File: src/rtl/alu_pkg.sv
// ---------------------------------------------------------------------------
// alu_pkg
// Shared definitions for the ALU decode stage:
//   - ALU operation codes and branch-compare codes
//   - RV32I / OP-FP opcode and funct7 constants
//   - immediate-format enum and the immediate generator
//   - ctrl_t, the packed E-stage control word
// ---------------------------------------------------------------------------
package alu_pkg;

    // ALU operation codes
    localparam logic [6:0] ALU_ADD    = 7'b0000000;
    localparam logic [6:0] ALU_SUB    = 7'b0000001;
    localparam logic [6:0] ALU_SCOMP  = 7'b0100100;
    localparam logic [6:0] ALU_SLL    = 7'b0101000;
    localparam logic [6:0] ALU_SRL    = 7'b0101100;
    localparam logic [6:0] ALU_SRA    = 7'b0110000;
    localparam logic [6:0] ALU_AND    = 7'b0110100;
    localparam logic [6:0] ALU_OR     = 7'b0111000;
    localparam logic [6:0] ALU_XOR    = 7'b0111100;
    localparam logic [6:0] ALU_LUI    = 7'b0100000;
    localparam logic [6:0] ALU_FMV    = 7'b0100001;
    localparam logic [6:0] ALU_FSGNJ  = 7'b0100010;
    localparam logic [6:0] ALU_FSGNJN = 7'b0100011;

    // Branch-compare codes
    localparam logic [1:0] BC_NONE = 2'b00;
    localparam logic [1:0] BC_EQ   = 2'b01;
    localparam logic [1:0] BC_LT   = 2'b10;
    localparam logic [1:0] BC_LTU  = 2'b11;

    // Major opcodes
    localparam logic [6:0] OPC_OP     = 7'b0110011;
    localparam logic [6:0] OPC_OP_IMM = 7'b0010011;
    localparam logic [6:0] OPC_LOAD   = 7'b0000011;
    localparam logic [6:0] OPC_STORE  = 7'b0100011;
    localparam logic [6:0] OPC_BRANCH = 7'b1100011;
    localparam logic [6:0] OPC_JAL    = 7'b1101111;
    localparam logic [6:0] OPC_JALR   = 7'b1100111;
    localparam logic [6:0] OPC_LUI    = 7'b0110111;
    localparam logic [6:0] OPC_AUIPC  = 7'b0010111;
    localparam logic [6:0] OPC_OP_FP  = 7'b1010011;

    // funct7 values
    localparam logic [6:0] F7_BASE   = 7'b0000000;
    localparam logic [6:0] F7_ALT    = 7'b0100000;
    localparam logic [6:0] F7_FSGNJ  = 7'b0010000;
    localparam logic [6:0] F7_FMV_XW = 7'b1110000;
    localparam logic [6:0] F7_FMV_WX = 7'b1111000;

    typedef enum logic [2:0] {
        IMM_NONE,
        IMM_I,
        IMM_S,
        IMM_B,
        IMM_U,
        IMM_J,
        IMM_SH
    } imm_fmt_e;

    // E-stage control word (everything except the data fields)
    typedef struct packed {
        logic [6:0] alu_control;
        logic [1:0] branch_control;
        logic       branch_inv;
        logic       branch;
        logic       jump;
        logic       jalr;
        logic       src_a_pc;
        logic       src_b_imm;
        logic       op_swap;
        logic       reg_write;
        logic       fp_dest;
        logic       mem_read;
        logic       mem_write;
        logic       illegal;
    } ctrl_t;

    // Sign extension always comes from instr[31]; shift amounts are
    // zero-extended from instr[24:20].
    function automatic logic [31:0] gen_imm(imm_fmt_e fmt, logic [31:0] instr);
        logic [31:0] imm;
        case (fmt)
            IMM_I:   imm = {{20{instr[31]}}, instr[31:20]};
            IMM_S:   imm = {{20{instr[31]}}, instr[31:25], instr[11:7]};
            IMM_B:   imm = {{19{instr[31]}}, instr[31], instr[7], instr[30:25], instr[11:8], 1'b0};
            IMM_U:   imm = {instr[31:12], 12'b0};
            IMM_J:   imm = {{11{instr[31]}}, instr[31], instr[19:12], instr[20], instr[30:21], 1'b0};
            IMM_SH:  imm = {27'b0, instr[24:20]};
            default: imm = 32'b0;
        endcase
        return imm;
    endfunction

endpackage

File: src/rtl/alu_decode_stage_if.sv
// ---------------------------------------------------------------------------
// alu_decode_stage_if
// Bundles the IF/ID-side inputs, the pipeline controls and the ID/EX
// outputs of the decode stage.
//   master : upstream / pipeline control (drives D-side and StallE/FlushE)
//   slave  : the decode stage itself (drives all E-side outputs)
// ---------------------------------------------------------------------------
interface alu_decode_stage_if #(
    parameter int CNT_W = 8
);
    logic             InstrValidD;
    logic [31:0]      InstrD;
    logic [31:0]      PCD;
    logic             StallE;
    logic             FlushE;

    logic             ValidE;
    logic [6:0]       ALUControlE;
    logic [1:0]       BranchControlE;
    logic             BranchInvE;
    logic             BranchE;
    logic             JumpE;
    logic             JalrE;
    logic             ALUSrcAPCE;
    logic             ALUSrcBImmE;
    logic             OpSwapE;
    logic [31:0]      ImmE;
    logic [31:0]      PCE;
    logic [4:0]       Rs1E;
    logic [4:0]       Rs2E;
    logic [4:0]       RdE;
    logic             RegWriteE;
    logic             FpDestE;
    logic             MemReadE;
    logic             MemWriteE;
    logic             IllegalE;
    logic [CNT_W-1:0] IllegalCount;

    modport master (
        output InstrValidD, InstrD, PCD, StallE, FlushE,
        input  ValidE, ALUControlE, BranchControlE, BranchInvE, BranchE, JumpE,
               JalrE, ALUSrcAPCE, ALUSrcBImmE, OpSwapE, ImmE, PCE, Rs1E, Rs2E,
               RdE, RegWriteE, FpDestE, MemReadE, MemWriteE, IllegalE, IllegalCount
    );

    modport slave (
        input  InstrValidD, InstrD, PCD, StallE, FlushE,
        output ValidE, ALUControlE, BranchControlE, BranchInvE, BranchE, JumpE,
               JalrE, ALUSrcAPCE, ALUSrcBImmE, OpSwapE, ImmE, PCE, Rs1E, Rs2E,
               RdE, RegWriteE, FpDestE, MemReadE, MemWriteE, IllegalE, IllegalCount
    );
endinterface

File: src/rtl/alu_ctrl_dec.sv
// ---------------------------------------------------------------------------
// alu_ctrl_dec
// Purely combinational decoder: RV32I plus fsgnj.s/fsgnjn.s/fmv.x.w/fmv.w.x
// into the E-stage control word and the sign-extended immediate.
//   instr_i : instruction word
//   ctrl_o  : control word (illegal encodings give only ctrl_o.illegal=1)
//   imm_o   : immediate (0 for R-type and illegal encodings)
// ---------------------------------------------------------------------------
module alu_ctrl_dec
    import alu_pkg::*;
(
    input  logic [31:0] instr_i,
    output ctrl_t       ctrl_o,
    output logic [31:0] imm_o
);

    logic [6:0] opcode;
    logic [6:0] funct7;
    logic [2:0] funct3;
    logic [4:0] rd;
    logic [4:0] rs2;
    logic       f7_ok;

    ctrl_t      ctrl_c;
    imm_fmt_e   fmt_c;
    logic       illegal_c;

    assign opcode = instr_i[6:0];
    assign rd     = instr_i[11:7];
    assign funct3 = instr_i[14:12];
    assign rs2    = instr_i[24:20];
    assign funct7 = instr_i[31:25];
    assign f7_ok  = (funct7 == F7_BASE) || (funct7 == F7_ALT);

    always_comb begin
        ctrl_c    = '0;
        fmt_c     = IMM_NONE;
        illegal_c = 1'b0;

        case (opcode)
            OPC_OP: begin
                ctrl_c.reg_write = 1'b1;
                // Only funct7=0100000 with add/sub or srl/sra is a legal alternate.
                if (!((funct7 == F7_BASE) ||
                      (funct7 == F7_ALT && (funct3 == 3'b000 || funct3 == 3'b101)))) begin
                    illegal_c = 1'b1;
                end
                case (funct3)
                    3'b000: ctrl_c.alu_control = funct7[5] ? ALU_SUB : ALU_ADD;
                    3'b001: ctrl_c.alu_control = ALU_SLL;
                    3'b010: begin ctrl_c.alu_control = ALU_SCOMP; ctrl_c.branch_control = BC_LT;  end
                    3'b011: begin ctrl_c.alu_control = ALU_SCOMP; ctrl_c.branch_control = BC_LTU; end
                    3'b100: ctrl_c.alu_control = ALU_XOR;
                    3'b101: ctrl_c.alu_control = funct7[5] ? ALU_SRA : ALU_SRL;
                    3'b110: ctrl_c.alu_control = ALU_OR;
                    default: ctrl_c.alu_control = ALU_AND;
                endcase
            end
            OPC_OP_IMM: begin
                ctrl_c.reg_write = 1'b1;
                ctrl_c.src_b_imm = 1'b1;
                fmt_c            = IMM_I;
                case (funct3)
                    3'b000: ctrl_c.alu_control = ALU_ADD;
                    3'b001: begin
                        ctrl_c.alu_control = ALU_SLL;
                        fmt_c              = IMM_SH;
                        illegal_c          = !f7_ok;
                    end
                    3'b010: begin ctrl_c.alu_control = ALU_SCOMP; ctrl_c.branch_control = BC_LT;  end
                    3'b011: begin ctrl_c.alu_control = ALU_SCOMP; ctrl_c.branch_control = BC_LTU; end
                    3'b100: ctrl_c.alu_control = ALU_XOR;
                    3'b101: begin
                        ctrl_c.alu_control = (funct7 == F7_ALT) ? ALU_SRA : ALU_SRL;
                        fmt_c              = IMM_SH;
                        illegal_c          = !f7_ok;
                    end
                    3'b110: ctrl_c.alu_control = ALU_OR;
                    default: ctrl_c.alu_control = ALU_AND;
                endcase
            end
            OPC_BRANCH: begin
                // ALU compares rs1/rs2; funct3[0] selects the inverted sense.
                ctrl_c.branch     = 1'b1;
                ctrl_c.branch_inv = funct3[0];
                fmt_c             = IMM_B;
                case (funct3[2:1])
                    2'b00:   ctrl_c.branch_control = BC_EQ;
                    2'b10:   ctrl_c.branch_control = BC_LT;
                    2'b11:   ctrl_c.branch_control = BC_LTU;
                    default: illegal_c = 1'b1;
                endcase
            end
            OPC_LOAD: begin
                ctrl_c.mem_read  = 1'b1;
                ctrl_c.reg_write = 1'b1;
                ctrl_c.src_b_imm = 1'b1;
                fmt_c            = IMM_I;
            end
            OPC_STORE: begin
                ctrl_c.mem_write = 1'b1;
                ctrl_c.src_b_imm = 1'b1;
                fmt_c            = IMM_S;
            end
            OPC_LUI: begin
                ctrl_c.alu_control = ALU_LUI;
                ctrl_c.reg_write   = 1'b1;
                ctrl_c.src_b_imm   = 1'b1;
                fmt_c              = IMM_U;
            end
            OPC_AUIPC: begin
                ctrl_c.reg_write = 1'b1;
                ctrl_c.src_a_pc  = 1'b1;
                ctrl_c.src_b_imm = 1'b1;
                fmt_c            = IMM_U;
            end
            OPC_JAL: begin
                // ALU forms the link value from PC; the target uses ImmE.
                ctrl_c.jump      = 1'b1;
                ctrl_c.reg_write = 1'b1;
                ctrl_c.src_a_pc  = 1'b1;
                fmt_c            = IMM_J;
            end
            OPC_JALR: begin
                ctrl_c.jump      = 1'b1;
                ctrl_c.jalr      = 1'b1;
                ctrl_c.reg_write = 1'b1;
                ctrl_c.src_a_pc  = 1'b1;
                fmt_c            = IMM_I;
            end
            OPC_OP_FP: begin
                ctrl_c.reg_write = 1'b1;
                case (funct7)
                    F7_FSGNJ: begin
                        ctrl_c.op_swap = 1'b1;
                        ctrl_c.fp_dest = 1'b1;
                        if (funct3 == 3'b000)      ctrl_c.alu_control = ALU_FSGNJ;
                        else if (funct3 == 3'b001) ctrl_c.alu_control = ALU_FSGNJN;
                        else                       illegal_c = 1'b1;
                    end
                    F7_FMV_XW, F7_FMV_WX: begin
                        ctrl_c.alu_control = ALU_FMV;
                        ctrl_c.fp_dest     = funct7[3];
                        illegal_c          = (funct3 != 3'b000) || (rs2 != 5'd0);
                    end
                    default: illegal_c = 1'b1;
                endcase
            end
            default: illegal_c = 1'b1;
        endcase

        if (illegal_c) begin
            ctrl_c         = '0;
            ctrl_c.illegal = 1'b1;
            fmt_c          = IMM_NONE;
        end

        // x0 is never written for integer destinations
        if (!ctrl_c.fp_dest && rd == 5'd0) begin
            ctrl_c.reg_write = 1'b0;
        end
    end

    assign ctrl_o = ctrl_c;
    assign imm_o  = gen_imm(fmt_c, instr_i);

endmodule

File: src/rtl/alu_decode_stage.sv
// ---------------------------------------------------------------------------
// alu_decode_stage
// Decodes InstrD and registers the control word into the ID/EX register.
//   clk, reset : clock, synchronous active-high reset
//   bus        : alu_decode_stage_if.slave (D-side inputs, StallE/FlushE,
//                all E-side outputs and IllegalCount)
// Register priority: reset > FlushE (bubble) > StallE (hold) > load.
// Handshake: an entry is meaningful only while ValidE=1; StallE holds the
// entry, FlushE replaces it with an all-zero bubble.
// ---------------------------------------------------------------------------
module alu_decode_stage
    import alu_pkg::*;
#(
    parameter int CNT_W = 8
) (
    input  logic               clk,
    input  logic               reset,
    alu_decode_stage_if.slave  bus
);

    ctrl_t             dec_ctrl;
    logic [31:0]       dec_imm;

    logic              valid_q, valid_d;
    ctrl_t             ctrl_q, ctrl_d;
    logic [31:0]       imm_q, imm_d;
    logic [31:0]       pc_q, pc_d;
    logic [4:0]        rs1_q, rs1_d;
    logic [4:0]        rs2_q, rs2_d;
    logic [4:0]        rd_q, rd_d;
    logic [CNT_W-1:0]  cnt_q, cnt_d;
    logic              load_en;

    alu_ctrl_dec u_dec (
        .instr_i (bus.InstrD),
        .ctrl_o  (dec_ctrl),
        .imm_o   (dec_imm)
    );

    assign load_en = !bus.FlushE && !bus.StallE;

    always_comb begin
        valid_d = valid_q;
        ctrl_d  = ctrl_q;
        imm_d   = imm_q;
        pc_d    = pc_q;
        rs1_d   = rs1_q;
        rs2_d   = rs2_q;
        rd_d    = rd_q;
        cnt_d   = cnt_q;

        if (bus.FlushE) begin
            valid_d = 1'b0;
            ctrl_d  = '0;
            imm_d   = '0;
            pc_d    = '0;
            rs1_d   = '0;
            rs2_d   = '0;
            rd_d    = '0;
        end else if (!bus.StallE) begin
            // Data fields load regardless of InstrValidD; controls do not.
            valid_d = bus.InstrValidD;
            ctrl_d  = bus.InstrValidD ? dec_ctrl : '0;
            imm_d   = dec_imm;
            pc_d    = bus.PCD;
            rs1_d   = bus.InstrD[19:15];
            rs2_d   = bus.InstrD[24:20];
            rd_d    = bus.InstrD[11:7];
        end

        if (load_en && bus.InstrValidD && dec_ctrl.illegal && cnt_q != {CNT_W{1'b1}}) begin
            cnt_d = cnt_q + CNT_W'(1);
        end
    end

    always_ff @(posedge clk) begin
        if (reset) begin
            valid_q <= 1'b0;
            ctrl_q  <= '0;
            imm_q   <= '0;
            pc_q    <= '0;
            rs1_q   <= '0;
            rs2_q   <= '0;
            rd_q    <= '0;
            cnt_q   <= '0;
        end else begin
            valid_q <= valid_d;
            ctrl_q  <= ctrl_d;
            imm_q   <= imm_d;
            pc_q    <= pc_d;
            rs1_q   <= rs1_d;
            rs2_q   <= rs2_d;
            rd_q    <= rd_d;
            cnt_q   <= cnt_d;
        end
    end

    assign bus.ValidE         = valid_q;
    assign bus.ALUControlE    = ctrl_q.alu_control;
    assign bus.BranchControlE = ctrl_q.branch_control;
    assign bus.BranchInvE     = ctrl_q.branch_inv;
    assign bus.BranchE        = ctrl_q.branch;
    assign bus.JumpE          = ctrl_q.jump;
    assign bus.JalrE          = ctrl_q.jalr;
    assign bus.ALUSrcAPCE     = ctrl_q.src_a_pc;
    assign bus.ALUSrcBImmE    = ctrl_q.src_b_imm;
    assign bus.OpSwapE        = ctrl_q.op_swap;
    assign bus.RegWriteE      = ctrl_q.reg_write;
    assign bus.FpDestE        = ctrl_q.fp_dest;
    assign bus.MemReadE       = ctrl_q.mem_read;
    assign bus.MemWriteE      = ctrl_q.mem_write;
    assign bus.IllegalE       = ctrl_q.illegal;
    assign bus.ImmE           = imm_q;
    assign bus.PCE            = pc_q;
    assign bus.Rs1E           = rs1_q;
    assign bus.Rs2E           = rs2_q;
    assign bus.RdE            = rd_q;
    assign bus.IllegalCount   = cnt_q;

endmodule

File: src/flat_wrapper.sv
// flat-port wrapper written by rule: the top's interface ports become plain ports
module alu_decode_stage_flat import alu_pkg::*;
#(
    parameter int CNT_W = 8
)
  (clk, reset, bus_InstrValidD, bus_InstrD, bus_PCD, bus_StallE, bus_FlushE, bus_ValidE, bus_ALUControlE, bus_BranchControlE, bus_BranchInvE, bus_BranchE, bus_JumpE, bus_JalrE, bus_ALUSrcAPCE, bus_ALUSrcBImmE, bus_OpSwapE, bus_ImmE, bus_PCE, bus_Rs1E, bus_Rs2E, bus_RdE, bus_RegWriteE, bus_FpDestE, bus_MemReadE, bus_MemWriteE, bus_IllegalE, bus_IllegalCount);
  alu_decode_stage_if #(.CNT_W(CNT_W)) bus_i ();
  input  logic clk;
  input  logic reset;
  input wire logic [$bits(bus_i.InstrValidD)-1:0] bus_InstrValidD;
  input wire logic [$bits(bus_i.InstrD)-1:0] bus_InstrD;
  input wire logic [$bits(bus_i.PCD)-1:0] bus_PCD;
  input wire logic [$bits(bus_i.StallE)-1:0] bus_StallE;
  input wire logic [$bits(bus_i.FlushE)-1:0] bus_FlushE;
  output wire logic [$bits(bus_i.ValidE)-1:0] bus_ValidE;
  output wire logic [$bits(bus_i.ALUControlE)-1:0] bus_ALUControlE;
  output wire logic [$bits(bus_i.BranchControlE)-1:0] bus_BranchControlE;
  output wire logic [$bits(bus_i.BranchInvE)-1:0] bus_BranchInvE;
  output wire logic [$bits(bus_i.BranchE)-1:0] bus_BranchE;
  output wire logic [$bits(bus_i.JumpE)-1:0] bus_JumpE;
  output wire logic [$bits(bus_i.JalrE)-1:0] bus_JalrE;
  output wire logic [$bits(bus_i.ALUSrcAPCE)-1:0] bus_ALUSrcAPCE;
  output wire logic [$bits(bus_i.ALUSrcBImmE)-1:0] bus_ALUSrcBImmE;
  output wire logic [$bits(bus_i.OpSwapE)-1:0] bus_OpSwapE;
  output wire logic [$bits(bus_i.ImmE)-1:0] bus_ImmE;
  output wire logic [$bits(bus_i.PCE)-1:0] bus_PCE;
  output wire logic [$bits(bus_i.Rs1E)-1:0] bus_Rs1E;
  output wire logic [$bits(bus_i.Rs2E)-1:0] bus_Rs2E;
  output wire logic [$bits(bus_i.RdE)-1:0] bus_RdE;
  output wire logic [$bits(bus_i.RegWriteE)-1:0] bus_RegWriteE;
  output wire logic [$bits(bus_i.FpDestE)-1:0] bus_FpDestE;
  output wire logic [$bits(bus_i.MemReadE)-1:0] bus_MemReadE;
  output wire logic [$bits(bus_i.MemWriteE)-1:0] bus_MemWriteE;
  output wire logic [$bits(bus_i.IllegalE)-1:0] bus_IllegalE;
  output wire logic [$bits(bus_i.IllegalCount)-1:0] bus_IllegalCount;
  assign bus_i.InstrValidD = bus_InstrValidD;
  assign bus_i.InstrD = bus_InstrD;
  assign bus_i.PCD = bus_PCD;
  assign bus_i.StallE = bus_StallE;
  assign bus_i.FlushE = bus_FlushE;
  assign bus_ValidE = bus_i.ValidE;
  assign bus_ALUControlE = bus_i.ALUControlE;
  assign bus_BranchControlE = bus_i.BranchControlE;
  assign bus_BranchInvE = bus_i.BranchInvE;
  assign bus_BranchE = bus_i.BranchE;
  assign bus_JumpE = bus_i.JumpE;
  assign bus_JalrE = bus_i.JalrE;
  assign bus_ALUSrcAPCE = bus_i.ALUSrcAPCE;
  assign bus_ALUSrcBImmE = bus_i.ALUSrcBImmE;
  assign bus_OpSwapE = bus_i.OpSwapE;
  assign bus_ImmE = bus_i.ImmE;
  assign bus_PCE = bus_i.PCE;
  assign bus_Rs1E = bus_i.Rs1E;
  assign bus_Rs2E = bus_i.Rs2E;
  assign bus_RdE = bus_i.RdE;
  assign bus_RegWriteE = bus_i.RegWriteE;
  assign bus_FpDestE = bus_i.FpDestE;
  assign bus_MemReadE = bus_i.MemReadE;
  assign bus_MemWriteE = bus_i.MemWriteE;
  assign bus_IllegalE = bus_i.IllegalE;
  assign bus_IllegalCount = bus_i.IllegalCount;
  alu_decode_stage #(.CNT_W(CNT_W)) u_core (.clk(clk), .reset(reset), .bus(bus_i));
endmodule
File: config.mk
export PLATFORM = sky130hd
export DESIGN_NAME = alu_decode_stage_flat
export DESIGN_NICKNAME = d
export VERILOG_FILES = /design/src/rtl/alu_pkg.sv /design/src/rtl/alu_decode_stage_if.sv /design/src/rtl/alu_ctrl_dec.sv /design/src/rtl/alu_decode_stage.sv /design/src/flat_wrapper.sv
export SDC_FILE = /design/constraint.sdc
export NUM_CORES = 1
export LEC_CHECK = 0
export CAP_MARGIN = 25
export CORE_ASPECT_RATIO = 1.75
export CORE_MARGIN = 2
export CORE_UTILIZATION = 40
export DETAILED_ROUTE_END_ITERATION = 16
export PLACE_DENSITY = 0.77
export SETUP_SLACK_MARGIN = 0.4
export SYNTH_ARGS = -nofsm -noshare
export SYNTH_HDL_FRONTEND = slang
export SYNTH_SLANG_ARGS = --single-unit
File: constraint.sdc
create_clock -name clk -period 2.7 [get_ports clk]
set_input_delay 0.675 -clock clk [delete_from_list [all_inputs] [get_ports clk]]
set_output_delay 0.675 -clock clk [all_outputs]
set_load 0.02 [all_outputs]
==> summary by stage, run 1 <==
Final layout
The non-filler instance count after layout is 880. The layout cell share with drive strength beyond 1 is 23.0%. The antenna cell count is 0. Fill cells in the final layout number 885. Compared with the post-synthesis result, the final layout area differs by 68.9%. After the last flow step, the layout net total stands at 817.

Power and ir drop
For this design the ratio of total power to cell area is 442 nW/µm². The switching power of the nets is 907 µW. Per report_power, the combinational group accounts for 14.9% of the total. The analysis attributes to cell leakage a power of 3.18 nW. Net switching is 26.4% of the power. VDD sags by at most 0.390 mV.

The total internal power is 2.52 mW. Of the total power, registers draw 47.6%. The share of power burned in the clock network is 37.5%.

Global route
The total overflow reported by the global router is 0. The via count of the first global-routing pass came to 5014. The initial antenna violation count is 0.

The total track usage is 25.6%. The global-route wire length before repair is 25200 µm. The pin count of the biggest net entering global routing is 50.

Placement
In this run the tool buffered the top-level ports with 176 buffer cells. Including well taps, the total number of placed cells is 846. The final estimated routing congestion in global placement is 0.909. The detailed placement HPWL is 12300 µm.

Worst setup path
The worst register-to-register path ends at u_core.bus.IllegalCount[0]$_SDFFE_PP0P_. STA classifies the critical path startpoint as a primary input. The critical path in this run is classified as primary input to flip-flop. The startpoint identified for the worst register-to-register timing path is u_core.bus.IllegalCount[0]$_SDFFE_PP0P_. The depth of the most critical reg-to-reg path is 7. The data required time at the worst endpoint is 2950 ps. The register-to-register path setup slack is 580 ps.

The capturing element type of the critical path is a flip-flop. Of all nets on the critical path, the largest fanout is 6. The data arrival time of the worst path is 2740 ps.

Synth
Summing the sequential cell areas from Yosys gives 47.0% of the chip area. After synthesis the netlist holds a flip-flop and latch count of 108. The async set or reset register ratio after synthesis is 0%. In the post-synthesis netlist, the biggest area contributors are dfxtp_1, mux2i_1, nor2_1, a221o_1, a32o_1.

Summing every instance area after synthesis gives 4600 µm². The cell accounting for the most synthesized area is dfxtp_1. The Yosys step of the flow raised 0 warnings. The number of nets in the synthesized netlist is 559. The netlist uses 58 different library cells.

Dividing the synthesized area by the synthesized cell count gives 9.46 µm². In the synthesized netlist the dominant register cell turns out to be dfxtp_1. The number of instances in the synthesized netlist is 486.

In this run, synthesis inferred 0 flip-flops with an integrated enable. The area fraction of the dominant cell type after synthesis is 47.0%.

Job
Across the run, the number of max-cap violations was 0.

Routing
Summed over all layers, the routed wires come to 16400 µm. For this run, design rule violations remaining after detail routing come to 0. The number of vias in the routed layout is 4822. The pre-antenna-repair detailed-routing pass consisted of 4 iterations. Dividing the detail-routed via count by the number of cells gives 5.48.

The count of nets left with antenna violations once routing finished came out at 0. The average wire per standard cell is 18.6 µm. The detailed router's first-iteration violation count is 205.

Min path
The min-delay analysis places its worst path in the category flip-flop to flip-flop. The worst hold path begins at u_core.bus.BranchControlE[0]$_SDFFE_PP0N_. Counting instances, the worst hold path has a depth of 2.

For hold timing, the worst endpoint is u_core.bus.BranchControlE[0]$_SDFFE_PP0N_.

Timing
After routing, the total negative slack on setup checks comes to 0 ps. The clock skew is 4.86 ps. For the pin with the worst max-slew slack, the measured transition is 736 ps. In this run the tightest slew margin relative to its limit is 50.7%. Dividing the final minimum period by the clock period gives 92.3%.

The count of final setup violators is 0. The clock period minus final worst setup slack is 2490 ps. The number of pins with negative max-slew slack in the final report is 0. The final hold violation count came to 0.

Setup repair after global routing could not meet its margin everywhere. The achievable frequency is 401 MHz.

Floorplanning
The vertical die dimension is 146 µm. During I/O placement, the number of pins put on the boundary was 178. The area of the die is 12400 µm².

The placeable core region is 11200 µm². From left edge to right edge, the die measures 85.0 µm. The number of standard-cell rows in the floorplan is 51. Once the floorplan was initialized, standard cells occupied 41.2% of the core.

Clock tree
Counting every sink on the clock net gives 108. The cell sitting at the root of the clock tree is a clkbuf_16. Buffers inserted during clock tree synthesis total 9. TritonCTS built the clock tree. After clock tree synthesis, the clock-pin slew on the worst setup and hold paths is 80 ps.

In this run the deepest clock path goes through 2 buffers. Clock latency on the worst-skew pair, taken at its later pin, is 350 ps. The clock tree synthesis step divided the H-tree into 3 levels.

Status
The run finished with clean final reports.
==> sequential cells by signal (all words and copies together) (netlist names) <==
name	count
u_core.bus.MemReadE	1
u_core.bus.RegWriteE	1
u_core.bus.Rs1E	5
u_core.bus.ImmE	32
u_core.bus.IllegalCount	8
u_core.bus.BranchE	1
u_core.bus.JalrE	1
u_core.bus.IllegalE	1
u_core.bus.ALUSrcBImmE	1
u_core.bus.BranchControlE	2
u_core.bus.FpDestE	1
u_core.bus.RdE	5
u_core.bus.ValidE	1
u_core.bus.Rs2E	5
u_core.bus.MemWriteE	1
u_core.bus.ALUSrcAPCE	1
u_core.bus.OpSwapE	1
u_core.bus.ALUControlE	6
u_core.bus.JumpE	1
u_core.bus.PCE	32
u_core.bus.BranchInvE	1
==> critical path: stages <==
cell	delay, ps
buf_6	90
or3b_4	400
or2_4	270
or3_4	350
buf_4	150
and3_4	190
buf_12	140
a21oi_4	130
mux2_2	340
==> stage by stage <==
| stage | hold WS [ps] | instance area [µm²] | setup WS, ps | util, % | power, mW |
|---|---|---|---|---|---|
| after CTS | 449 | 7650 | 214 | 68.5 | 3.43 |
| after detailed placement | 443 | 7100 | -804 | 63.6 | 2.15 |
| after global placement | 435 | 7100 | -699 | 63.6 | 2.14 |
| final | 447 | 7760 | 208 | 69.5 | 3.43 |
| after global routing | 475 | 7760 | 181 | 69.5 | 3.55 |
| after floorplan | 527 | 4670 | -84.4 | - | 1.87 |
==> power groups by stage <==
| stage | clock, mW | combinational [mW] | sequential, mW |
|---|---|---|---|
| after floorplan | 0 | 0.169 | 1.70 |
| after global placement | 0 | 0.473 | 1.67 |
| after detailed placement | 0 | 0.480 | 1.67 |
| after CTS | 1.30 | 0.496 | 1.63 |
| after global routing | 1.37 | 0.542 | 1.63 |
| final | 1.29 | 0.510 | 1.63 |
==> cells in the mapped netlist (all sizes together) (6+ instances only) <==
cell type / number
a21oi: 16
a221o: 19
a22o: 12
a32o: 14
and2: 6
and3: 8
buf: 12
clkbuf: 23
dfxtp: 108
inv: 9
mux2: 6
mux2i: 48
nand2: 26
nand3: 11
nor2: 71
nor2b: 10
nor3: 8
o21ai: 17
==> metal layers <==
layer  routed length [µm]  part of all wire (%)  GRT usage (%)  up-vias
met5                    0                     0              0        -
met4                  761                   4.6           14.1        0
met3                 1060                   6.4           6.86       46
met2                 8910                    54           48.1      204
met1                 5670                    35           24.3     2286
li1                     -                     -              -     2286
==> cells in the final DEF, fill, tap and decap left out, types with 5 or more instances in the layout <==
cell type / instances
clkdlybuf4s50_1: 157
dfxtp_1: 108
buf_4: 94
nor2_1: 69
mux2i_1: 48
nand2_1: 26
a221o_1: 19
a32o_1: 14
a22o_1: 12
o21ai_1: 11
buf_6: 11
dlygate4sd2_1: 10
inv_1: 9
nand3_1: 9
nor2b_1: 9
clkbuf_16: 9
a21oi_1: 8
and3_1: 7
a21oi_2: 6
nor3_1: 5
nand4_1: 5
==> repair_timing <==
action,in CTS,in global routing
cloned,2,1
setup endpoints to repair,60,59
resized for setup,71,20
setup buffers,12,4
hold buffers,0,0
pin swaps,15,8
==> cell type report <==
cell class              instances  area, µm²  area share [%]
repair buffers                281       2600            33.5
multi-input cells             335       2520            32.4
flip-flops and latches        108       2160            27.8
clock buffers                   9        225            2.90
well taps                     132        165            2.13
clock inverters                 6       62.6           0.806
inverters                       9       33.8           0.435
==> worst max path at each step <==
stage,to,start,slack [ps],cells after the start
final,u_core.bus.IllegalCount[0]$_SDFFE_PP0P_,bus_InstrD[6],210,9
after global routing,u_core.bus.ImmE[19]$_SDFFE_PP0N_,bus_InstrD[6],180,9
after CTS,u_core.bus.ImmE[19]$_SDFFE_PP0N_,bus_InstrD[6],210,9
after detailed placement,u_core.bus.ImmE[26]$_SDFFE_PP0N_,bus_InstrD[3],-800,7
after global placement,u_core.bus.ImmE[25]$_SDFFE_PP0N_,bus_InstrD[3],-700,7
after floorplan,u_core.bus.ImmE[30]$_SDFFE_PP0N_,bus_InstrD[6],-80,8
==> cell families (layout without fill, tap and decap cells) <==
group / after synthesis / count (layout) / synth area share (%)
and+or+nand+nor: 173 / 174 / 18.5
DFF: 108 / 108 / 47.0
AOI/OAI and AO/OA: 101 / 101 / 17.3
muxes: 54 / 54 / 11.9
buffers and inverters: 44 / 305 / 3.84
adders and majority gates: 4 / 4 / 1.09
other: 1 / 1 / 0.0816
xor gates and xnor gates: 1 / 1 / 0.191
No activity file was read; power rests on OpenSTA's default activity.
==> inputs of run 2 (changes only) <==
--- a/config.mk
+++ b/config.mk
@@ -8,10 +8,11 @@
 export CAP_MARGIN = 25
 export CORE_ASPECT_RATIO = 1.75
 export CORE_MARGIN = 2
-export CORE_UTILIZATION = 40
+export CORE_UTILIZATION = 41
 export DETAILED_ROUTE_END_ITERATION = 16
 export PLACE_DENSITY = 0.77
 export SETUP_SLACK_MARGIN = 0.4
 export SYNTH_ARGS = -nofsm -noshare
 export SYNTH_HDL_FRONTEND = slang
+export SYNTH_HIERARCHICAL = 1
 export SYNTH_SLANG_ARGS = --single-unit
==> run 2 against run 1 <==
Effect of this change:
- clock power up 9%
- critical path depth grew 1
- via count shrank 0.41%
- sequential cell count up 1
- worst setup slack gained 230 ps
- fmax up 10%
- routed wire length is 2.4% lower
- critical path type unchanged
- non-clock buffer count down 25
- die area increased by 4.5%
- power rose by 3.8%
- first-iteration DRC count up 25%
==> summary by stage, run 2 <==
Routing
The average wire per standard cell was 17.8 µm (was 18.6 µm). The routed wire length is 16000 µm (was 16400 µm). The residual antenna-violating net count after detailed routing is 0 (unchanged). The post-route DRC violation count is 0 (unchanged).

The detailed router's first-iteration violation count is 257 (was 205). The length of the first detailed-routing pass in iterations is 4 (unchanged). The number of vias in the routed layout is 4802 (was 4822). The via-per-instance ratio was 5.33 (was 5.48).

Worst setup path
The data required time at the worst endpoint is 2930 ps (was 2950 ps). The capturing element type of the critical path was a flip-flop (unchanged). The cell type group with the largest total delay on the critical path is simple AND/OR/NAND/NOR gates (unchanged). The data arrival time of the worst path is 2490 ps (was 2740 ps). The startpoint-to-endpoint class of the critical path is primary input to flip-flop (unchanged). The peak per-stage delay on the critical path is 290 ps (was 400 ps). The worst-path cell with the longest stage delay is o32ai_4 (was or3b_4). Worst-path cell chain: buf_6, and4b_1, and2_4, o32ai_4, a211o_1, and4bb_4, nand2_2, buf_4, nor4_2, a211oi_2 (was buf_6, or3b_4, or2_4, or3_4, buf_4, and3_4, buf_12, a21oi_4, mux2_2). The startpoint type of the worst setup path is a primary input (unchanged). The maximum fanout count along the critical path is 4 (was 6). The buffer and inverter count on the worst path came to 2 (was 3).

Synth
The most common cell in the synthesized netlist is nor2_1 (was dfxtp_1). The number of enable-type register cells in the synthesized netlist is 0 (unchanged). Top cells by area in the synthesized netlist: dfxtp_1, mux2i_1, nor2_1, a22oi_1, buf_2 (was dfxtp_1, mux2i_1, nor2_1, a221o_1, a32o_1). The cell accounting for the most synthesized area is dfxtp_1 (unchanged). The number of warnings printed during yosys synthesis came to 6 (was 0). The number of unique standard cell types used by synthesis was 54 (was 58). The commonest register cell after synthesis is dfxtp_1 (unchanged).

The post-synth net total came to 604 (was 559). The async set or reset register ratio after synthesis was 0% (unchanged). The area fraction of the dominant cell type after synthesis came to 44.2% (was 47.0%). Leading post-synthesis cells by instance count: nor2_1, dfxtp_1, mux2i_1, a22oi_1, buf_2 (was dfxtp_1, nor2_1, mux2i_1, nand2_1, clkbuf_1). The combined area of all synthesized cells is 4930 µm² (was 4600 µm²). The mean area per synthesized cell is 9.29 µm² (was 9.46 µm²). The sequential area share after synthesis is 44.2% (was 47.0%).

The flip-flop and latch count after synthesis came to 109 (was 108). The number of instances in the synthesized netlist came to 531 (was 486).

Timing
The number of pins with negative max-slew slack in the final report is 0 (unchanged). The worst slew margin relative to its limit is 58.0% (was 50.7%). The achievable frequency is 442 MHz (was 401 MHz).

The clock period minus final worst setup slack was 2260 ps (was 2490 ps). The fraction of the cycle the final worst path needs came to 83.7% (was 92.3%). RSZ-0062 raised after global routing: true (unchanged). The count of final setup violators is 0 (unchanged). The smallest setup slack after layout was 440 ps (was 208 ps). The clock skew came to 7.52 ps (was 4.86 ps). The final hold violation count is 0 (unchanged). The minimum hold slack is 496 ps (was 447 ps). The worst-margin pin slew is 629 ps (was 736 ps).

Power and ir drop
The power per cell area was 450 nW/µm² (was 442 nW/µm²). The total power draw is 3.56 mW (was 3.43 mW). The maximum vdd drop is 0.391 mV (was 0.390 mV). The leakage power summed over all cells is 3.28 nW (was 3.18 nW).

Final layout
The signed area change from the synthesized netlist to the final layout is 60.2% (was 68.9%). The layout cell share with drive strength beyond 1 is 21.1% (was 23.0%). The antenna cell count is 0 (unchanged).

Commonest non-fill, non-tap cells in the layout: clkdlybuf4s50_1, nor2_1, dfxtp_1 (was clkdlybuf4s50_1, dfxtp_1, buf_4). The end-of-flow core utilization is 66.6% (was 69.5%). The area of all placed cells without fillers is 7900 µm² (was 7760 µm²). The most common cell after layout, fill and taps aside is clkdlybuf4s50_1 (unchanged). The count of nets after finishing is 832 (was 817).

Global route
The total overflow reported by the global router was 0 (unchanged). The pin count of the biggest net entering global routing came to 88 (was 50). The global-route wire length before repair came to 24800 µm (was 25200 µm). The initial antenna violation count is 0 (unchanged). The via count of the first global-routing pass came to 4918 (was 5014). The total track usage is 24.6% (was 25.6%).

Floorplanning
The number of standard-cell rows in the floorplan is 53 (was 51). The vertical die dimension came to 149 µm (was 146 µm). The placeable core region is 11900 µm² (was 11200 µm²). The initial standard-cell utilization of the core came to 41.6% (was 41.2%). The horizontal die dimension is 86.9 µm (was 85.0 µm). The area of the die is 13000 µm² (was 12400 µm²). The count of boundary I/O pins came to 178 (unchanged).

Clock tree
The total clock buffers created by CTS came to 9 (unchanged). The clock input transition at the sequential cells of the worst setup and hold paths was 80 ps (about the same). The clock root buffer master is clkbuf_16 (unchanged). The clock tree from TritonCTS is done (unchanged). The number of sinks driven by the clock tree is 109 (was 108).

The clock latency reported for the late side of the worst-skew pair is 350 ps (about the same). The number of H-tree branching levels came to 3 (unchanged). The number of buffers between clock root and the deepest sink is 2 (unchanged).

Placement
The final estimated routing congestion in global placement is 0.935 (was 0.909). The detailed placement HPWL was 12000 µm (was 12300 µm). The placed cell area came to 7260 µm² (was 7100 µm²). The worst slack at placement was -535 ps (was -804 ps). The port buffer count is 177 (was 176).

Job
The number of max-capacitance violations reported is 0 (unchanged).

Min path
The class of the worst hold path was flip-flop to flip-flop (unchanged).

Status
Status: finished clean (unchanged).
run 2: cell types whose count changed after synthesis, sizes merged, moves of 12 or more:
cell / before / now
a221o: 19 / 0
a22o: 12 / 0
a22oi: 1 / 26
a32o: 14 / 1
buf: 12 / 25
mux2i: 48 / 81
nand2: 26 / 7
nor2: 71 / 123
run 2: cell type report:
class	count	area, µm²
inverters	10	37.5
fillers	947	3970
clock buffers	9	225
multi-input cells	373	2770
repair buffers	256	2430
clock inverters	7	93.8
flip-flops and latches	109	2180
well taps	137	171
run 2: cell families (layout without fill, tap and decap cells):
group / count (synthesis) / count (layout) / share of synthesized area, %
flip-flops: 109 / 109 / 44.2
multiplexers: 89 / 89 / 18.3
other: 1 / 1 / 0.0760
AND/OR/NAND/NOR: 191 / 191 / 18.5
adder cells (fa/ha/maj): 4 / 4 / 1.01
AO/OA/AOI/OAI: 83 / 83 / 12.3
buffers and inverters: 49 / 282 / 4.72
XOR/XNOR: 5 / 5 / 0.888
run 2: worst min-delay path, delay by kind of cell (launching register included):
family           cells  cell delay [ps]
flip-flops           1              330
AND/OR/NAND/NOR      1               70
multiplexers         1               70
run 2: final timing paths:
kind / start / endpoint / slack [ps] / cells after the start
hold / removal: u_core/bus.ImmE[23]$_SDFFE_PP0N_ / u_core/bus.ImmE[23]$_SDFFE_PP0N_ / 500 / 2
setup reg to reg: u_core/bus.IllegalCount[0]$_SDFFE_PP0P_ / u_core/bus.IllegalCount[1]$_SDFFE_PP0P_ / 980 / 5
hold reg to reg: u_core/bus.ImmE[23]$_SDFFE_PP0N_ / u_core/bus.ImmE[23]$_SDFFE_PP0N_ / 500 / 2
setup / recovery: bus_InstrD[2] / u_core/bus.IllegalCount[7]$_SDFFE_PP0P_ / 440 / 10
run 2: layer usage:
layer	share of wire [%]	track usage (%)	routed length (µm)
met1	36	25.3	5710
met4	3.4	11.3	547
met3	4.9	4.87	789
met5	0	0	0
met2	56	46.2	8950
run 2: stage by stage:
step                      setup TNS [ps]  instances
after floorplan                     -383        531
after global placement            -17400        873
after CTS                              0        897
after global routing                   0        901
after detailed placement          -18860        873
final                                  0        901
run 2: where the power goes:
group          switching, mW  total (mW)  leakage, nW  internal [mW]
Sequential            0.0140        1.65        0.883           1.63
Combinational          0.245       0.511         2.25          0.266
Clock                  0.655        1.40        0.153          0.746
run 2: what timing repair did:
action	CTS	global route
gates cloned	0	0
resized for setup	94	42
setup endpoints to repair	55	46
hold buffers	0	0
buffers inserted	8	4
pin swaps	22	19
==> inputs of run 3 (changes only) <==
--- a/config.mk
+++ b/config.mk
@@ -8,9 +8,9 @@
 export CAP_MARGIN = 25
 export CORE_ASPECT_RATIO = 1.75
 export CORE_MARGIN = 2
-export CORE_UTILIZATION = 41
+export CORE_UTILIZATION = 45
 export DETAILED_ROUTE_END_ITERATION = 16
-export PLACE_DENSITY = 0.77
+export PLACE_DENSITY = 0.8
 export SETUP_SLACK_MARGIN = 0.4
 export SYNTH_ARGS = -nofsm -noshare
 export SYNTH_HDL_FRONTEND = slang
==> constraint.sdc (replaced) <==
create_clock -name clk -period 2.1 [get_ports clk]
set_input_delay 0.525 -clock clk [delete_from_list [all_inputs] [get_ports clk]]
set_output_delay 0.525 -clock clk [all_outputs]
set_load 0.02 [all_outputs]
==> run 3 against run 2 <==
Effect of this change:
- the flow now finishes with violations (setup timing)
- hold slack is essentially flat
- sequential share of layout area down 0.53 points
- core utilization grew 8.7 points
- via count is 3.9% higher
- sequential power up 28%
==> summary by stage, run 3 (same netlist as run 2, synthesis figures left out) <==
Routing
The post-route DRC violation count is 0 (unchanged). The number of vias in the routed layout is 4990 (was 4802). The via-per-instance ratio is 5.47 (was 5.33). The routed wire length is 17100 µm (was 16000 µm). The length of the first detailed-routing pass in iterations is 5 (was 4). The detailed router's first-iteration violation count is 240 (was 257). The residual antenna-violating net count after detailed routing came to 0 (unchanged). The average wire per standard cell is 18.7 µm (was 17.8 µm).

Placement
The port buffer count is 177 (unchanged). The detailed placement HPWL is 12300 µm (was 12000 µm). The final estimated routing congestion in global placement is 0.950 (was 0.935).

Timing
The count of final setup violators is 22 (was 0). The worst-margin pin slew is 540 ps (was 629 ps). The smallest setup slack after layout was -159 ps (was 440 ps). The summed negative setup slack over all endpoints came to -907 ps (was 0 ps). The number of pins with negative max-slew slack in the final report is 0 (unchanged). The fraction of the cycle the final worst path needs is 108%. The clock skew came to 4.22 ps (was 7.52 ps). The worst slew margin relative to its limit came to 63.7% (was 58.0%). The clock period minus final worst setup slack is 2260 ps. RSZ-0062 raised after global routing: true (unchanged). The final hold violation count was 0 (unchanged).

The minimum hold slack is 496 ps (about the same). For this run, the top clock speed supported by timing is 443 MHz.

Final layout
The end-of-flow core utilization is 75.3% (was 66.6%). The signed area change from the synthesized netlist to the final layout came to 63.4% (was 60.2%). Commonest non-fill, non-tap cells in the layout: nor2_1, dfxtp_1, dlygate4sd2_1 (was clkdlybuf4s50_1, nor2_1, dfxtp_1). The count of nets after finishing is 851 (was 832). The filler cell count in the final layout was 803 (was 947). The most common cell after layout, fill and taps aside is nor2_1 (was clkdlybuf4s50_1). The total area of multi-input combinational cells came to 2890 µm² (was 2770 µm²). The antenna cell count is 0 (unchanged). The layout cell share with drive strength beyond 1 is 25.8% (was 21.1%). The sequential cell area is 2180 µm² (unchanged).

Worst setup path
The peak per-stage delay on the critical path is 350 ps (was 290 ps). The capturing element type of the critical path was a flip-flop (unchanged). The cell that appears most often on the critical path is buf_6. The startpoint type of the worst setup path is a primary input (unchanged). The launch point of the critical path is bus_InstrD[1] (was bus_InstrD[2]). The start of the worst register-to-register path is u_core/bus.IllegalCount[0]$_SDFFE_PP0P_ (unchanged). The data arrival time of the worst path was 2530 ps (was 2490 ps).

The depth of the most critical reg-to-reg path is 5 (unchanged). The startpoint-to-endpoint class of the critical path was primary input to flip-flop (unchanged). Worst-path cell chain: buf_8, buf_6, and4bb_2, buf_6, o32ai_4, a211o_1, and4bb_4, nand2_2, or3_4, a211oi_2 (was buf_6, and4b_1, and2_4, o32ai_4, a211o_1, and4bb_4, nand2_2, buf_4, nor4_2, a211oi_2). The maximum fanout count along the critical path is 3 (was 4). The worst-path cell with the longest stage delay is or3_4 (was o32ai_4). The data required time at the worst endpoint is 2370 ps (was 2930 ps).

Power and ir drop
The power share of the combinational group is 15.5% (was 14.4%). The total power draw came to 4.46 mW (was 3.56 mW). The maximum vdd drop is 0.489 mV (was 0.391 mV).

The share of power burned in the clock network is 37.0% (was 39.4%). The fraction of power spent switching nets is 26.4% (was 25.7%). The proportion of power drawn by flip-flops and latches is 47.5% (was 46.3%). The switching power of the nets came to 1.18 mW (was 914 µW).

The total internal power came to 3.28 mW (was 2.64 mW). The power per cell area is 553 nW/µm² (was 450 nW/µm²). The leakage power summed over all cells is 3.91 nW (was 3.28 nW).

Floorplanning
The area of the die is 11900 µm² (was 13000 µm²). The count of boundary I/O pins is 178 (unchanged). The vertical die dimension came to 143 µm (was 149 µm). The initial standard-cell utilization of the core is 46.1% (was 41.6%). The number of standard-cell rows in the floorplan came to 50 (was 53). The horizontal die dimension is 83.2 µm (was 86.9 µm). The placeable core region is 10700 µm² (was 11900 µm²).

Global route
The total overflow reported by the global router is 0 (unchanged). The total track usage is 27.9% (was 24.6%). The global-route wire length before repair came to 26300 µm (was 24800 µm). The initial antenna violation count came to 0 (unchanged). The pin count of the biggest net entering global routing was 71 (was 88). The via count of the first global-routing pass is 5201 (was 4918).

Clock tree
The number of buffers between clock root and the deepest sink is 2 (unchanged). The clock tree from TritonCTS is done (unchanged). The number of H-tree branching levels is 3 (unchanged). The clock root buffer master is clkbuf_16 (unchanged).

The number of sinks driven by the clock tree is 109 (unchanged). The clock input transition at the sequential cells of the worst setup and hold paths is 80 ps (about the same). The total clock buffers created by CTS is 9 (unchanged). The clock latency reported for the late side of the worst-skew pair is 350 ps (about the same).

Min path
The startpoint of the worst hold path was u_core/bus.PCE[19]$_SDFFE_PP0N_ (was u_core/bus.ImmE[23]$_SDFFE_PP0N_). The class of the worst hold path is flip-flop to flip-flop (unchanged). The number of stages on the worst hold path is 2 (unchanged).

Job
The number of max-capacitance violations reported was 0 (unchanged).

Status
Status: finished with violations (was finished clean). The checks that failed: setup timing.
-- run 3: critical path: cells and delay by family --
kind | cells | cell delay, ps
AND/OR/NAND/NOR | 4 | 950
AO/OA/AOI/OAI | 3 | 730
buffers and inverters | 3 | 330
-- run 3: through the flow --
step,instances,setup WS (ps),instance area [µm²]
4_1_cts,904,-187,7860
6_report,913,-159,8060
3_5_place_dp,874,-998,7330
3_3_place_gp,874,-934,7330
5_1_grt,913,-179,8060
2_1_floorplan,531,-658,5000
-- run 3: final cells by class --
cell class / count / area share (%)
Clock buffer: 10 / 2.84
Inverter: 10 / 0.466
Clock inverter: 6 / 0.683
Tap cell: 130 / 2.02
Timing Repair Buffer: 275 / 31.1
Multi-Input combinational cell: 373 / 35.8
Sequential cell: 109 / 27.1
-- run 3: power by group through the flow --
stage                     combinational (mW)  sequential (mW)  clock [mW]
after floorplan                        0.244             2.20           0
after global placement                 0.628             2.16           0
after detailed placement               0.636             2.17           0
after CTS                              0.657             2.12        1.69
after global routing                   0.733             2.12        1.76
final                                  0.690             2.12        1.65
-- run 3: final timing paths --
check	slack, ps	to
max	-160	u_core/bus.IllegalCount[7]$_SDFFE_PP0P_
min	500	u_core/bus.PCE[19]$_SDFFE_PP0N_
max reg2reg	400	u_core/bus.IllegalCount[1]$_SDFFE_PP0P_
min reg2reg	500	u_core/bus.PCE[19]$_SDFFE_PP0N_
-- run 3: layer usage --
| metal | track usage, % | share of wire, % |
|---|---|---|
| met5 | 0 | 0 |
| met4 | 16.5 | 5.8 |
| met3 | 5.63 | 5.6 |
| met2 | 53.5 | 55 |
| met1 | 26.9 | 33 |
-- run 3: timing repair --
action / 4_1_cts / 5_1_grt
pin swaps: 32 / 38
gates resized for setup: 241 / 47
hold buffers: 0 / 0
setup buffers: 14 / 8
cloned: 0 / 1
endpoints found under the setup margin: 167 / 59
